## src/rtl/tpu_wb_pkg.sv

```systemverilog
// Shared state encoding, AXI constants and burst sizing for the writeback master.
// Pure definitions: no latency, no flow control.
package tpu_wb_pkg;

    typedef enum logic [2:0] {
        S_IDLE,
        S_AW,
        S_W,
        S_B,
        S_DONE
    } wb_state_e;

    localparam logic [1:0]  AXI_BURST_INCR = 2'b01;
    localparam logic [1:0]  AXI_RESP_OKAY  = 2'b00;
    localparam int unsigned BOUNDARY_4K    = 4096;

    // Beats for the next burst: limited by what is left, the burst cap and the 4 KB page end.
    function automatic logic [8:0] calc_beats(
        input logic [15:0]  rem,
        input logic [31:0]  addr,
        input logic [8:0]   max_burst,
        input int unsigned  size_log2
    );
        logic [12:0] room_bytes;
        logic [16:0] room;
        logic [16:0] beats;
        room_bytes = 13'(BOUNDARY_4K) - {1'b0, addr[11:0]};
        room       = {4'b0, room_bytes >> size_log2};
        beats      = {1'b0, rem};
        if (beats > {8'b0, max_burst}) beats = {8'b0, max_burst};
        if (beats > room)              beats = room;
        return beats[8:0];
    endfunction

endpackage

```

## src/rtl/wb_skid_fifo.sv

```systemverilog
// Two-entry FIFO holding prefetched write beats (data plus last flag).
// Pop data is valid the cycle after push; the producer must never push when full.
module wb_skid_fifo #(
    parameter int W = 33
) (
    input  logic         clk,
    input  logic         rst_n,
    input  logic         push,
    input  logic [W-1:0] push_dat,
    input  logic         pop,
    output logic [W-1:0] pop_dat,
    output logic         full,
    output logic         empty,
    output logic [1:0]   count
);

    logic [W-1:0] mem_q [2];
    logic         wr_ptr_q;
    logic         rd_ptr_q;
    logic [1:0]   count_q;

    always_ff @(posedge clk or negedge rst_n) begin
        if (!rst_n) begin
            mem_q[0] <= '0;
            mem_q[1] <= '0;
            wr_ptr_q <= 1'b0;
            rd_ptr_q <= 1'b0;
            count_q  <= 2'd0;
        end else begin
            if (push) mem_q[wr_ptr_q] <= push_dat;
            wr_ptr_q <= wr_ptr_q ^ push;
            rd_ptr_q <= rd_ptr_q ^ pop;
            count_q  <= count_q + {1'b0, push} - {1'b0, pop};
        end
    end

    assign pop_dat = mem_q[rd_ptr_q];
    assign full    = (count_q == 2'd2);
    assign empty   = (count_q == 2'd0);
    assign count   = count_q;

endmodule

```

## src/rtl/tpu_writeback_master.sv

```systemverilog
// Drains the Output Buffer to DDR as AXI4 INCR bursts (<=MAX_BURST, no 4 KB crossing), one burst outstanding.
// Buffer read latency 1 cycle through a 2-entry skid FIFO; W stalls hold payload. Option WB_PERF_CNT_EN adds perf counters.
module tpu_writeback_master
    import tpu_wb_pkg::*;
#(
    parameter int ADDR_WIDTH = 10,
    parameter int DATA_WIDTH = 32,
    parameter int MAX_BURST  = 16
) (
    input  logic                      clk,
    input  logic                      rst_n,
    input  logic                      start_pulse,
    input  logic [31:0]               dest_addr,
    input  logic [ADDR_WIDTH-1:0]     src_addr,
    input  logic [15:0]               length,
    output logic                      done_irq,
    output logic                      busy,
    output logic                      err,
`ifdef WB_PERF_CNT_EN
    output logic [31:0]               perf_busy_cycles,
    output logic [31:0]               perf_wstall_cycles,
`endif
    output logic [ADDR_WIDTH-1:0]     obuf_rd_addr,
    output logic                      obuf_rd_en,
    input  logic [DATA_WIDTH-1:0]     obuf_rd_data,
    output logic [31:0]               m_awaddr,
    output logic [7:0]                m_awlen,
    output logic [2:0]                m_awsize,
    output logic [1:0]                m_awburst,
    output logic                      m_awvalid,
    input  logic                      m_awready,
    output logic [DATA_WIDTH-1:0]     m_wdata,
    output logic [DATA_WIDTH/8-1:0]   m_wstrb,
    output logic                      m_wlast,
    output logic                      m_wvalid,
    input  logic                      m_wready,
    input  logic [1:0]                m_bresp,
    input  logic                      m_bvalid,
    output logic                      m_bready
);

    localparam int unsigned SIZE_LOG2 = $clog2(DATA_WIDTH / 8);

    wb_state_e             state_q, state_d;
    logic [31:0]           cur_addr_q, cur_addr_d;
    logic [ADDR_WIDTH-1:0] rd_ptr_q, rd_ptr_d;
    logic [15:0]           remaining_q, remaining_d;
    logic [7:0]            awlen_q, awlen_d;
    logic [8:0]            rd_cnt_q, rd_cnt_d;
    logic                  err_q, err_d;
    logic                  inflight_q;
    logic                  inflight_last_q;

    logic [8:0]            beats;
    logic                  start_acc;
    logic                  rd_en;
    logic                  pop;
    logic                  fifo_full, fifo_empty;
    logic [1:0]            fifo_cnt;
    logic [1:0]            slots_free;
    logic [2:0]            slots_eff;
    logic [DATA_WIDTH:0]   head;

    assign beats     = {1'b0, awlen_q} + 9'd1;
    assign start_acc = (state_q == S_IDLE) && start_pulse;
    assign pop       = m_wvalid && m_wready;

    // A slot being popped this cycle is reusable by a read issued this cycle.
    assign slots_free = fifo_full ? 2'd0 : 2'd2 - fifo_cnt;
    assign slots_eff  = {1'b0, slots_free} + {2'b0, pop};
    assign rd_en      = ((state_q == S_AW) || (state_q == S_W))
                        && (rd_cnt_q < beats)
                        && (slots_eff > {2'b0, inflight_q});

    wb_skid_fifo #(.W(DATA_WIDTH + 1)) u_skid (
        .clk      (clk),
        .rst_n    (rst_n),
        .push     (inflight_q),
        .push_dat ({inflight_last_q, obuf_rd_data}),
        .pop      (pop),
        .pop_dat  (head),
        .full     (fifo_full),
        .empty    (fifo_empty),
        .count    (fifo_cnt)
    );

    always_comb begin
        state_d     = state_q;
        cur_addr_d  = cur_addr_q;
        rd_ptr_d    = rd_ptr_q;
        remaining_d = remaining_q;
        awlen_d     = awlen_q;
        rd_cnt_d    = rd_cnt_q;
        err_d       = err_q;
        case (state_q)
            S_IDLE: begin
                if (start_pulse) begin
                    cur_addr_d  = dest_addr;
                    rd_ptr_d    = src_addr;
                    remaining_d = length;
                    err_d       = 1'b0;
                    rd_cnt_d    = 9'd0;
                    if (length == 16'd0) begin
                        state_d = S_DONE;
                    end else begin
                        state_d = S_AW;
                        awlen_d = 8'(calc_beats(length, dest_addr, 9'(MAX_BURST), SIZE_LOG2) - 9'd1);
                    end
                end
            end
            S_AW: if (m_awready) state_d = S_W;
            S_W: begin
                if (pop && head[DATA_WIDTH]) begin
                    state_d     = S_B;
                    remaining_d = remaining_q - {7'b0, beats};
                    cur_addr_d  = cur_addr_q + (32'(beats) << SIZE_LOG2);
                end
            end
            S_B: begin
                if (m_bvalid) begin
                    if (m_bresp != AXI_RESP_OKAY) err_d = 1'b1;
                    if (remaining_q != 16'd0) begin
                        state_d  = S_AW;
                        rd_cnt_d = 9'd0;
                        awlen_d  = 8'(calc_beats(remaining_q, cur_addr_q, 9'(MAX_BURST), SIZE_LOG2) - 9'd1);
                    end else begin
                        state_d = S_DONE;
                    end
                end
            end
            S_DONE:  state_d = S_IDLE;
            default: state_d = S_IDLE;
        endcase
        if (rd_en) begin
            rd_ptr_d = rd_ptr_q + 1'b1;
            rd_cnt_d = rd_cnt_q + 9'd1;
        end
    end

    always_ff @(posedge clk or negedge rst_n) begin
        if (!rst_n) begin
            state_q         <= S_IDLE;
            cur_addr_q      <= '0;
            rd_ptr_q        <= '0;
            remaining_q     <= '0;
            awlen_q         <= '0;
            rd_cnt_q        <= '0;
            err_q           <= 1'b0;
            inflight_q      <= 1'b0;
            inflight_last_q <= 1'b0;
        end else begin
            state_q         <= state_d;
            cur_addr_q      <= cur_addr_d;
            rd_ptr_q        <= rd_ptr_d;
            remaining_q     <= remaining_d;
            awlen_q         <= awlen_d;
            rd_cnt_q        <= rd_cnt_d;
            err_q           <= err_d;
            inflight_q      <= rd_en;
            inflight_last_q <= rd_en && (rd_cnt_q == beats - 9'd1);
        end
    end

    assign busy         = (state_q == S_AW) || (state_q == S_W) || (state_q == S_B);
    assign done_irq     = (state_q == S_DONE);
    assign err          = err_q;
    assign obuf_rd_en   = rd_en;
    assign obuf_rd_addr = rd_ptr_q;
    assign m_awaddr     = cur_addr_q;
    assign m_awlen      = awlen_q;
    assign m_awsize     = 3'(SIZE_LOG2);
    assign m_awburst    = AXI_BURST_INCR;
    assign m_awvalid    = (state_q == S_AW);
    // W is gated by state so prefetched beats never run ahead of the AW handshake.
    assign m_wvalid     = (state_q == S_W) && !fifo_empty;
    assign m_wdata      = head[DATA_WIDTH-1:0];
    assign m_wlast      = m_wvalid && head[DATA_WIDTH];
    assign m_wstrb      = '1;
    assign m_bready     = (state_q == S_B);

`ifdef WB_PERF_CNT_EN
    logic [31:0] perf_busy_q;
    logic [31:0] perf_wstall_q;

    always_ff @(posedge clk or negedge rst_n) begin
        if (!rst_n) begin
            perf_busy_q   <= '0;
            perf_wstall_q <= '0;
        end else if (start_acc) begin
            perf_busy_q   <= '0;
            perf_wstall_q <= '0;
        end else begin
            if (busy)                   perf_busy_q   <= perf_busy_q + 32'd1;
            if (m_wvalid && !m_wready)  perf_wstall_q <= perf_wstall_q + 32'd1;
        end
    end

    assign perf_busy_cycles   = perf_busy_q;
    assign perf_wstall_cycles = perf_wstall_q;
`else
    logic unused_start_acc;
    assign unused_start_acc = start_acc;
`endif

endmodule
```

## config.mk

```make
export PLATFORM = sky130hd
export DESIGN_NAME = tpu_writeback_master
export DESIGN_NICKNAME = d
export VERILOG_FILES = /design/src/rtl/tpu_wb_pkg.sv /design/src/rtl/wb_skid_fifo.sv /design/src/rtl/tpu_writeback_master.sv
export SDC_FILE = /design/constraint.sdc
export NUM_CORES = 1
export LEC_CHECK = 0
export ABC_AREA = 0
export BUFFER_PORTS_ARGS = -buffer_cell sky130_fd_sc_hd__buf_2
export CELL_PAD_IN_SITES_DETAIL_PLACEMENT = 1
export CELL_PAD_IN_SITES_GLOBAL_PLACEMENT = 1
export CORE_ASPECT_RATIO = 1.1
export CORE_UTILIZATION = 39
export DETAILED_ROUTE_END_ITERATION = 10
export PLACE_DENSITY_LB_ADDON = 0.1
export SLEW_MARGIN = 20
export SYNTH_ARGS = -nofsm -noshare
export SYNTH_HDL_FRONTEND = slang
export SYNTH_SLANG_ARGS = --single-unit
```

## constraint.sdc

```tcl
create_clock -name clk -period 3.3 [get_ports clk]
set_input_delay 0.66 -clock clk [delete_from_list [all_inputs] [get_ports clk]]
set_output_delay 0.66 -clock clk [all_outputs]
set_load 0.01 [all_outputs]
```

# After elaboration in Yosys (flattened, before gate mapping)
# Index checks and enable logic that the tools add are counted.
dict set report word_totals {
  ff_bits 151
  out_inout_bits 99
  word_cells 137
  input_bits 98
}
dict set report classes {
  magnitude_cmp 9
  n_reduce_logical 27
  addsub 14
  eq_ne 16
  n_mux 53
  bitwise_logic 4
}
# op n
set ops {}
lappend ops {{two-way mux 33 bit} 4}
lappend ops {{two-way mux 17 bit} 6}
lappend ops {{two-way mux 8 bit} 12}
lappend ops {{bitwise mux 66 bit} 1}
lappend ops {{two-way mux 16 bit} 4}
lappend ops {{two-way mux 32 bit} 2}
lappend ops {{one-hot mux 32 bit (2 select lines)} 1}
lappend ops {{two-way mux 9 bit} 4}
lappend ops {{greater-than comparator 17 x 11 -> 1 bit} 2}
lappend ops {{demux 33 bit (select 1 bit)} 1}
lappend ops {{adder 32 x 11 -> 32 bit} 1}
lappend ops {{greater-than comparator 16 x 5 -> 1 bit (second input constant)} 2}
lappend ops {{one-hot mux 16 bit (2 select lines)} 1}
lappend ops {{two-way mux 10 bit} 3}
lappend ops {{subtractor 13 x 12 -> 13 bit (first input constant)} 2}
lappend ops {{two-way mux 3 bit} 6}
lappend ops {{one-hot mux 9 bit (2 select lines)} 1}
lappend ops {{zero test 16 bit} 1}
lappend ops {{one-hot mux 8 bit (2 select lines)} 1}
lappend ops {{nonzero test 16 bit} 1}
lappend ops {{subtractor 16 x 9 -> 16 bit} 1}
lappend ops {{subtractor 8 x 1 -> 8 bit (second input constant)} 2}
lappend ops {{one-hot mux 3 bit (4 select lines)} 1}
lappend ops {{AND reduction 4 bit} 3}
lappend ops {{37 further kinds} 60}

# Logic depth before layout (Yosys ltp)
# Gate-level depths: netlist of the first run.
dict set report depth {
  depth_word 14
  mapped_depth 17
  mapped_depth_nobuf 16
}

# By module
# From an unflattened synthesis of the first run, not the netlist that was laid out.
dict set report hier_totals {
  cells_unflattened 1033
  hier_area_um2 10237.3
}
# mod cells_each area_each_um2 instances
set by_module_without_submodules {}
lappend by_module_without_submodules {tpu_writeback_master 840 6715.2 1}
lappend by_module_without_submodules {wb_skid_fifo 193 3522.1 1}

# Worst setup path after synthesis of the first run
# OpenSTA, ideal clock, no wires.
dict set report synth_path {
  kind {in2reg}
  from {in dest_addr[0]}
  to {reg awlen_q[6] (netlist: m_awlen[6])}
  path_buffers 1
  arrival_time_ns 3.968
  path_stages 15
  setup_slack_ns -0.772
  path_cell_list {or4_1 -> buf_2 -> nand2b_1 -> nor4_1 -> nand2b_1 -> ha_1 -> and3_1 -> a22oi_1 -> a21oi_1 -> a211oi_1 -> or2_2 -> ha_1 -> inv_1 -> or3_1 -> o311ai_1}
}
dict set report synth_between {
  elab_chain_cells 10
}
# element line_no
set synth_lines {}
lappend synth_lines {{from (decl)} tpu_writeback_master.sv:13} ;# input logic [31:0] dest_addr,
lappend synth_lines {{subtractor 13 x 12 -> 13 bit *} tpu_wb_pkg.sv:27} ;# room_bytes = 13'(BOUNDARY_4K) - {1'b0, addr[11:0]};
lappend synth_lines {{greater-than comparator 17 x 11 -> 1 bit} tpu_wb_pkg.sv:31} ;# if (beats > room) beats = room;
lappend synth_lines {{two-way mux 8 bit *} tpu_wb_pkg.sv:31}
lappend synth_lines {{two-way mux 8 bit *} tpu_writeback_master.sv:103} ;# if (length == 16'd0) begin
lappend synth_lines {{two-way mux 8 bit *} tpu_writeback_master.sv:97} ;# if (start_pulse) begin
lappend synth_lines {{two-way mux 8 bit *} tpu_writeback_master.sv:95} ;# case (state_q)
lappend synth_lines {{subtractor 8 x 1 -> 8 bit *} tpu_writeback_master.sv:107} ;# awlen_d = 8'(calc_beats(length, dest_addr, 9'(MAX_BURST), SIZE_LOG2) - 9'd1);
lappend synth_lines {{two-way mux 8 bit *} tpu_writeback_master.sv:103}
lappend synth_lines {{two-way mux 8 bit *} tpu_writeback_master.sv:97}
lappend synth_lines {{one-hot mux 8 bit (2 select lines) *} tpu_writeback_master.sv:95}
lappend synth_lines {{to (signal assigned)} tpu_writeback_master.sv:156} ;# awlen_q <= awlen_d;
lappend synth_lines {{to (decl)} tpu_writeback_master.sv:48} ;# logic [7:0] awlen_q, awlen_d;
# Mark *: on every way between the ends. The rest lies on a longest branch, timed or not. The select of a mux whose other input is x is not followed.
# A chain may end at the register's enable or synchronous reset.

# Worst setup path after layout of the first run
dict set report layout_path {
  from {reg cur_addr_q[1] (netlist: m_awaddr[1])}
  to {reg awlen_q[2] (netlist: m_awlen[2])}
}
dict set report layout_between {
  elab_chain_cells 10
}
# element line_no
set layout_lines {}
lappend layout_lines {{from (decl)} tpu_writeback_master.sv:45} ;# logic [31:0] cur_addr_q, cur_addr_d;
lappend layout_lines {{from (signal assigned)} tpu_writeback_master.sv:153} ;# cur_addr_q <= cur_addr_d;
lappend layout_lines {{subtractor 13 x 12 -> 13 bit *} tpu_wb_pkg.sv:27}
lappend layout_lines {{greater-than comparator 17 x 11 -> 1 bit} tpu_wb_pkg.sv:31}
lappend layout_lines {{two-way mux 8 bit *} tpu_wb_pkg.sv:31}
lappend layout_lines {{two-way mux 8 bit *} tpu_writeback_master.sv:122} ;# if (remaining_q != 16'd0) begin
lappend layout_lines {{two-way mux 8 bit *} tpu_writeback_master.sv:120} ;# if (m_bvalid) begin
lappend layout_lines {{two-way mux 8 bit *} tpu_writeback_master.sv:95}
lappend layout_lines {{subtractor 8 x 1 -> 8 bit *} tpu_writeback_master.sv:125} ;# awlen_d = 8'(calc_beats(remaining_q, cur_addr_q, 9'(MAX_BURST), SIZE_LOG2) - 9'd1);
lappend layout_lines {{two-way mux 8 bit *} tpu_writeback_master.sv:122}
lappend layout_lines {{two-way mux 8 bit *} tpu_writeback_master.sv:120}
lappend layout_lines {{one-hot mux 8 bit (2 select lines) *} tpu_writeback_master.sv:95}
# Marked as above.

==> results of run 1 <==
critical path: cells and delay by family, from the launching register on:
| kind | cells | cell delay (ns) |
|---|---|---|
| fa+ha+maj | 2 | 0.51 |
| simple gates | 4 | 0.71 |
| buf+inv | 6 | 0.73 |
| xor+xnor | 2 | 0.30 |
| compound gates | 6 | 1.14 |
| flops | 1 | 0.40 |
cell usage after synthesis (all sizes together), types with 22 or more instances:
library cell  count
ha               63
inv              46
and3             22
clkbuf           49
a21oi            49
nor2             68
nor3             45
o21ai            42
dfrtp           151
nand2           112
a211oi           24
nand3            40
mux2             98
xnor2            29
layer usage:
layer | GRT usage, % | wire length (um)
met1 | 31.99 | 14820
met2 | 46.50 | 17860
met3 | 4.612 | 1489
met4 | 9.871 | 810
met5 | 0 | 0
area by class of cell:
type | instances | area [sq um] | area share, %
repair buffers | 373 | 2397 | 17.13
well taps | 352 | 440.4 | 3.147
flip-flops and latches | 151 | 3780 | 27.01
inverters | 47 | 181.4 | 1.296
clock inverters | 9 | 91.34 | 0.6526
multi-input cells | 879 | 6628 | 47.35
clock buffers | 23 | 478.0 | 3.415
power by group:
group / switching, W / total, W / leakage [nW] / internal [W]
Combinational: 0.00480 / 0.00913 / 4.36 / 0.00432
Clock: 0.000818 / 0.00192 / 0.266 / 0.00110
Sequential: 0.000675 / 0.00341 / 1.80 / 0.00273
flip-flops by register name, indices dropped and copies added, names as in the netlist:
register and flops:
rd_cnt_q 9, m_awlen 8, u_skid.rd_ptr_q 1, state_q 3
err 1, inflight_last_q 1, obuf_rd_addr 10, u_skid.wr_ptr_q 1
remaining_q 16, u_skid.mem_q 66, u_skid.count 2, inflight_q 1
m_awaddr 32
kinds of logic after synthesis:
kind of cell | after synthesis
AOI/OAI and AO/OA | 241
xor gates and xnor gates | 47
adders and majority gates | 65
buffers and inverters | 110
DFF | 151
muxes | 107
other | 2
and+or+nand+nor | 398
timing repair:
item | CTS | global route
pin swaps | 16 | 24
hold buffers | 0 | 0
setup buffers | 10 | 6
endpoints found under the setup margin | 31 | 31
gates resized for setup | 43 | 29
worst paths after layout:
check                                              from                     endpoint  slack, ns  cells after the start
worst min register to register          err$_DFFE_PN0P_              err$_DFFE_PN0P_       0.48                      2
worst min-delay path                              rst_n  obuf_rd_addr[4]$_DFFE_PN0P_       0.20                      1
worst max-delay path            m_awaddr[1]$_DFFE_PN0P_       m_awlen[2]$_DFFE_PN0P_      -0.60                     20
worst max register to register  m_awaddr[1]$_DFFE_PN0P_       m_awlen[2]$_DFFE_PN0P_      -0.60                     20
max in group asynchronous                         rst_n       m_awlen[2]$_DFFE_PN0P_       2.34                      2
min in group clk                            src_addr[0]  obuf_rd_addr[0]$_DFFE_PN0P_       0.45                      2
through the flow:
stage	cells	hold slack (ns)	TNS [ns]
after detailed placement	1788	0.4709	-7.559
after floorplan	1140	0.3644	-3.399
after global placement	1788	0.4646	-8.481
after CTS	1829	0.2038	-3.194
final	1834	0.1966	-4.388
after global routing	1834	0.2185	-6.492
==> impl_metrics.csv, run 1 <==
group,metric,value,unit
run_status,outcome,"complete, but fails checks",
run_status,violations,"negative setup slack",
logic_synthesis,synth-edff-count,0,
logic_synthesis,synthXorXnorAreaFrac,3.971,%
drt,drtIter0Drc,493,
drt,vias_per_cell,5.505,
critical_path,crit_chain,"buf_6 > nor4_4 > buf_4 > buf_4 > nand2_2 > nor2_2 > xnor2_2 > inv_1 > ha_1 > o21ai_2 > a21oi_4 > o41a_1 > a211o_1 > a41oi_2 > nand2_2 > ha_4 > buf_4 > buf_6 > xnor2_2 > o21ai_1",
clock_network,ctsLongestPathBuffers,2,
global_route,grt_max_degree,61,
global_route,grt_use_total,26.50,%
critical_path,path_class,"reg2reg",
timing,final_max_slew_viol_count,0,
logic_synthesis,syn_inst,1121,
cells_and_area,drive_gt1_share,39.88,%
worst_hold_path,min_path_type,"in2async",
floorplanning,initial_core_util,39.65,%
power_and_ir_drop,p_leak,6.423,nW
clock_network,htreeDepth,4,
floorplanning,die_area,0.02724,sq mm
drt,drcViolationCount,0,
cells_and_area,diodes,0,
drt,avgRoutedWirePerCell,19.07,um
place,placed_area,0.01301,sq mm
power_and_ir_drop,ir_drop,470.5,uV
critical_path,cp-start-kind,"flop",
critical_path,end_kind,"flop",
timing,period_share,118.2,%
logic_synthesis,ys_seq_area_share,36.45,%
global_route,grt_pass1_vias,10750,
logic_synthesis,synth_top_family_by_area,"simple AND/OR/NAND/NOR gates",
logic_synthesis,ys.flop_type,"dfrtp_1",
clock_network,insertion_delay,0.45,ns
logic_synthesis,yosys.area_share.simple,19.36,%
timing,max_freq,0.2564,GHz
cells_and_area,final_cell_area,0.01400,sq mm
critical_path,slowest_stage,"dfrtp_1",
clock_network,numCtsBuffers,17,
power_and_ir_drop,power,0.01445,W
timing,tightest_slew,0.7425,ns
cells_and_area,n_fill_cell,3045,
global_route,grt.overflow.total,0,
clock_network,clkTransAtPathRegs,0.06,ns
logic_synthesis,async_flop_share,100.0,%
drt,num_vias,10100,
cells_and_area,post-route-util,53.54,%
critical_path,cp.required,3.62,ns
floorplanning,chipHeight,173.0,um
floorplanning,coreArea,0.02614,sq mm
timing,hold_violations,0,
timing,setup_viol_count_final,9,
clock_network,cts_sinks,151,
critical_path,crit_top_cell,"buf_4",
timing,rsz0062_at_grt,"yes",
place,pre_cts_slack,-0.8870,ns
global_route,grt_pass1_wl,56.28,mm
logic_synthesis,yosys.area.top_type,"dfrtp_1",
logic_synthesis,synth-seq-cells,151,
place,hpwl,25.88,mm
cells_and_area,nets,1632,
drt,firstDrtPassIters,4,
logic_synthesis,ys_types,80,
floorplanning,fp-row-count,62,
logic_synthesis,netlist_area,0.01037,sq mm
logic_synthesis,ys_top_cells_by_area,"dfrtp_1 36%, mux2_2 11%, ha_1 7.6%",
timing,slew_headroom,49.98,%
flow_run,cap_violations,0,
logic_synthesis,synth_area_per_cell,9.247,sq um
clock_network,cts_tree,"built",
cells_and_area,mostFrequentLayoutCell,"buf_2",
critical_path,cp.arrival,4.22,ns
logic_synthesis,synth_fa_ha_area_share,7.990,%
critical_path,cpPeakStageDelay,0.40,ns
floorplanning,fp.dieW,157.4,um
drt,postRouteWirelength,34.98,mm
global_route,antenna_found_initial,0,
timing,setup_ws,-0.6002,ns
cells_and_area,final_cell_mix,"186 x buf_2, 175 x buf_4, 150 x dfrtp_1, 110 x nand2_1, 98 x mux2_2",
clock_network,root_buffer,"clkbuf_16",
logic_synthesis,synthMuxAreaShare,11.51,%
timing,clock-skew-final,0.01406,ns
cells_and_area,area_growth,35.01,%
place,portBuffers,187,
logic_synthesis,synth_compound_area_share,16.29,%
timing,period_minus_slack,3.900,ns
power_and_ir_drop,power_density,1033,mW/mm^2
place,place_congestion,0.8815,
logic_synthesis,synth_top_area_share,36.45,%
critical_path,path_max_fanout,5,
floorplanning,pin_count,197,
drt,ant_nets,0,
logic_synthesis,ys_warn_count,0,
Power figures use the tool's default switching activity.
==> inputs of run 2 (changes only) <==
CORE_UTILIZATION = 35   (was 39)
==> run 2 against run 1 <==
  * The flow finishes with violations (design-rule violations, negative setup slack)
  * Flip-flop and latch count stayed put
  * Critical path depth is 5 lower
  * Hold slack better by 0.040 ns
  * First-iteration DRC count is 12% lower
  * Wire length is 5.1% higher
  * Global-route usage is 2.4 points lower
  * Register-to-register slack hardly changed
  * Clock skew is 0.0035 ns lower
  * Non-clock buffer count is 15 higher
  * Final area is 2.8% higher
  * Clock-buffer cell count is 6 lower
  * Largest cell class unchanged
  * Highest routed layer unchanged
==> impl_metrics.csv, run 2 (same netlist as run 1, synthesis figures left out) <==
group,metric,value,unit
critical_path,ff2ff_path_depth,16,
global_route,grt_pass1_wl,57.26,mm
place,pre_cts_slack,-0.9070,ns
clock_network,numCtsBuffers,17,
power_and_ir_drop,comb_power_share,63.1,%
floorplanning,chipHeight,182.5,um
cells_and_area,final_cell_mix,"192 x buf_4, 185 x buf_2, 150 x dfrtp_1, 107 x nand2_1, 98 x mux2_2",
timing,final_max_slew_viol_count,0,
critical_path,end_kind,"flop",
cells_and_area,nets,1647,
critical_path,crit_chain,"buf_2 > or4_4 > nor3_4 > xor2_1 > ha_1 > a21oi_2 > o21ai_2 > a2111oi_4 > nor2_2 > a211oi_2 > or2_4 > ha_4 > inv_4 > or3_1 > o311ai_2",
critical_path,rr_startpoint,"m_awaddr[2]$_DFFE_PN0P_",
clock_network,ctsLongestPathBuffers,2,
worst_hold_path,min_path_type,"in2async",
place,place_congestion,0.8515,
cells_and_area,regMostFlops,"u_skid.mem_q",
power_and_ir_drop,ir_drop,436.2,uV
timing,rsz0062_at_grt,"yes",
global_route,grt.overflow.total,0,
floorplanning,pin_count,197,
cells_and_area,final_cells,1865,
critical_path,r2r-end,"m_awlen[4]$_DFFE_PN0P_",
floorplanning,die_area,0.03031,sq mm
critical_path,cp_top_family,"simple AND/OR/NAND/NOR gates",
power_and_ir_drop,p_switching,0.006567,W
place,hpwl,26.67,mm
timing,tightest_slew,0.8581,ns
clock_network,insertion_delay,0.44,ns
power_and_ir_drop,p_clk_share,14.1,%
critical_path,r2r_slack,-0.59,ns
drt,drtIter0Drc,434,
cells_and_area,diodes,0,
global_route,antenna_found_initial,1,
timing,max_freq,0.2554,GHz
global_route,grt_max_degree,70,
timing,setup_ws,-0.6160,ns
timing,hold_violations,0,
critical_path,cp.required,3.63,ns
drt,vias_per_cell,5.439,
critical_path,path_max_fanout,4,
cells_and_area,mostFrequentLayoutCell,"buf_4",
drt,ant_nets,0,
clock_network,cts_tree,"built",
timing,period_share,118.7,%
critical_path,cp.arrival,4.25,ns
drt,num_vias,10140,
power_and_ir_drop,sw_frac_of_total,43.85,%
place,portBuffers,187,
run_status,outcome,"complete, but fails checks",
floorplanning,initial_core_util,35.90,%
power_and_ir_drop,power_density,1041,mW/mm^2
cells_and_area,drive_gt1_share,42.35,%
power_and_ir_drop,internal_power,0.008410,W
clock_network,htreeDepth,4,
floorplanning,fp-row-count,65,
drt,postRouteWirelength,36.75,mm
power_and_ir_drop,seq_power_share,22.8,%
run_status,violations,"design-rule violations, negative setup slack",
drt,firstDrtPassIters,10,
critical_path,crit_cells,15,
timing,setup_viol_count_final,9,
cells_and_area,area_growth,38.82,%
timing,period_minus_slack,3.916,ns
power_and_ir_drop,p_leak,6.569,nW
critical_path,path_class,"in2reg",
timing,clock-skew-final,0.01060,ns
clock_network,hold_buffers,0,
drt,avgRoutedWirePerCell,19.70,um
critical_path,cpPeakStageDelay,0.59,ns
critical_path,crit_buf_inv,2,
place,dp.cells,1811,
flow_run,cap_violations,0,
floorplanning,coreArea,0.02887,sq mm
clock_network,clkTransAtPathRegs,0.07,ns
global_route,grt_pass1_vias,10720,
critical_path,cp-start-kind,"primary input",
timing,slew_headroom,42.54,%
clock_network,cts_sinks,151,
critical_path,slowest_stage,"or4_4",
floorplanning,fp.dieW,166.1,um
cells_and_area,largest_reg_flops,66,
global_route,grt_use_total,24.10,%
clock_network,root_buffer,"clkbuf_16",
drt,drcViolationCount,13,
cells_and_area,n_fill_cell,3321,
run 2: worst register-to-register path: cells and delay by family (launching register included):
kind	cells	cell delay (ns)
fa+ha+maj	2	0.43
compound gates	6	1.45
simple gates	3	0.79
xor+xnor	1	0.23
buf+inv	4	0.48
flops	1	0.39
run 2: per-stage QoR:
stage | hold slack [ns] | setup TNS [ns] | instance area (sq um) | utilization (%) | power, W
5_1_grt | 0.2826 | -4.966 | 14390 | 49.84 | 0.01611
6_report | 0.2367 | -4.136 | 14390 | 49.84 | 0.01498
4_1_cts | 0.2630 | -2.807 | 13960 | 48.36 | 0.01458
3_3_place_gp | 0.4636 | -5.312 | 13070 | 45.28 | 0.01181
2_1_floorplan | 0.3644 | -3.399 | 10590 | - | 0.008452
3_5_place_dp | 0.4801 | -6.358 | 13070 | 45.28 | 0.01207
run 2: cell type report:
type                    count  area (sq um)  share of cell area, %
repair buffers            388          2509                  17.43
clock buffers              17         425.4                  2.956
flip-flops and latches    151          3780                  26.27
multi-input cells         879          6840                  47.53
clock inverters            15         192.7                  1.339
well taps                 368         460.4                  3.200
inverters                  47         182.7                  1.269
run 2: how the worst max path moves through the flow:
stage                        endpoint                    start
2_1_floorplan  m_awlen[6]$_DFFE_PN0P_             dest_addr[0]
3_3_place_gp   m_awlen[6]$_DFFE_PN0P_             dest_addr[0]
3_5_place_dp   m_awlen[6]$_DFFE_PN0P_             dest_addr[0]
4_1_cts        m_awlen[4]$_DFFE_PN0P_  m_awaddr[3]$_DFFE_PN0P_
5_1_grt        m_awlen[6]$_DFFE_PN0P_             dest_addr[1]
6_report       m_awlen[6]$_DFFE_PN0P_             dest_addr[1]
run 2: timing repair:
item                                   CTS  global route
pin swaps                               13            41
endpoints found under the hold margin    0             0
buffers inserted                         9            13
resized for setup                       47            60
setup endpoints to repair               17            22
run 2: power by group through the flow:
stage	clock [W]	combinational, W	sequential, W
4_1_cts	0.00216	0.00902	0.00340
5_1_grt	0.00224	0.0103	0.00354
3_5_place_dp	0	0.00867	0.00340
2_1_floorplan	0	0.00501	0.00344
6_report	0.00212	0.00945	0.00341
3_3_place_gp	0	0.00846	0.00335
run 2: layer usage:
layer | GRT usage [%] | routed length [um] | part of all wire, %
met1 | 30.17 | 16140 | 44
met2 | 41.91 | 18420 | 50
met3 | 3.253 | 1123 | 3.1
met4 | 9.645 | 1060 | 2.9
met5 | 0 | 0 | 0
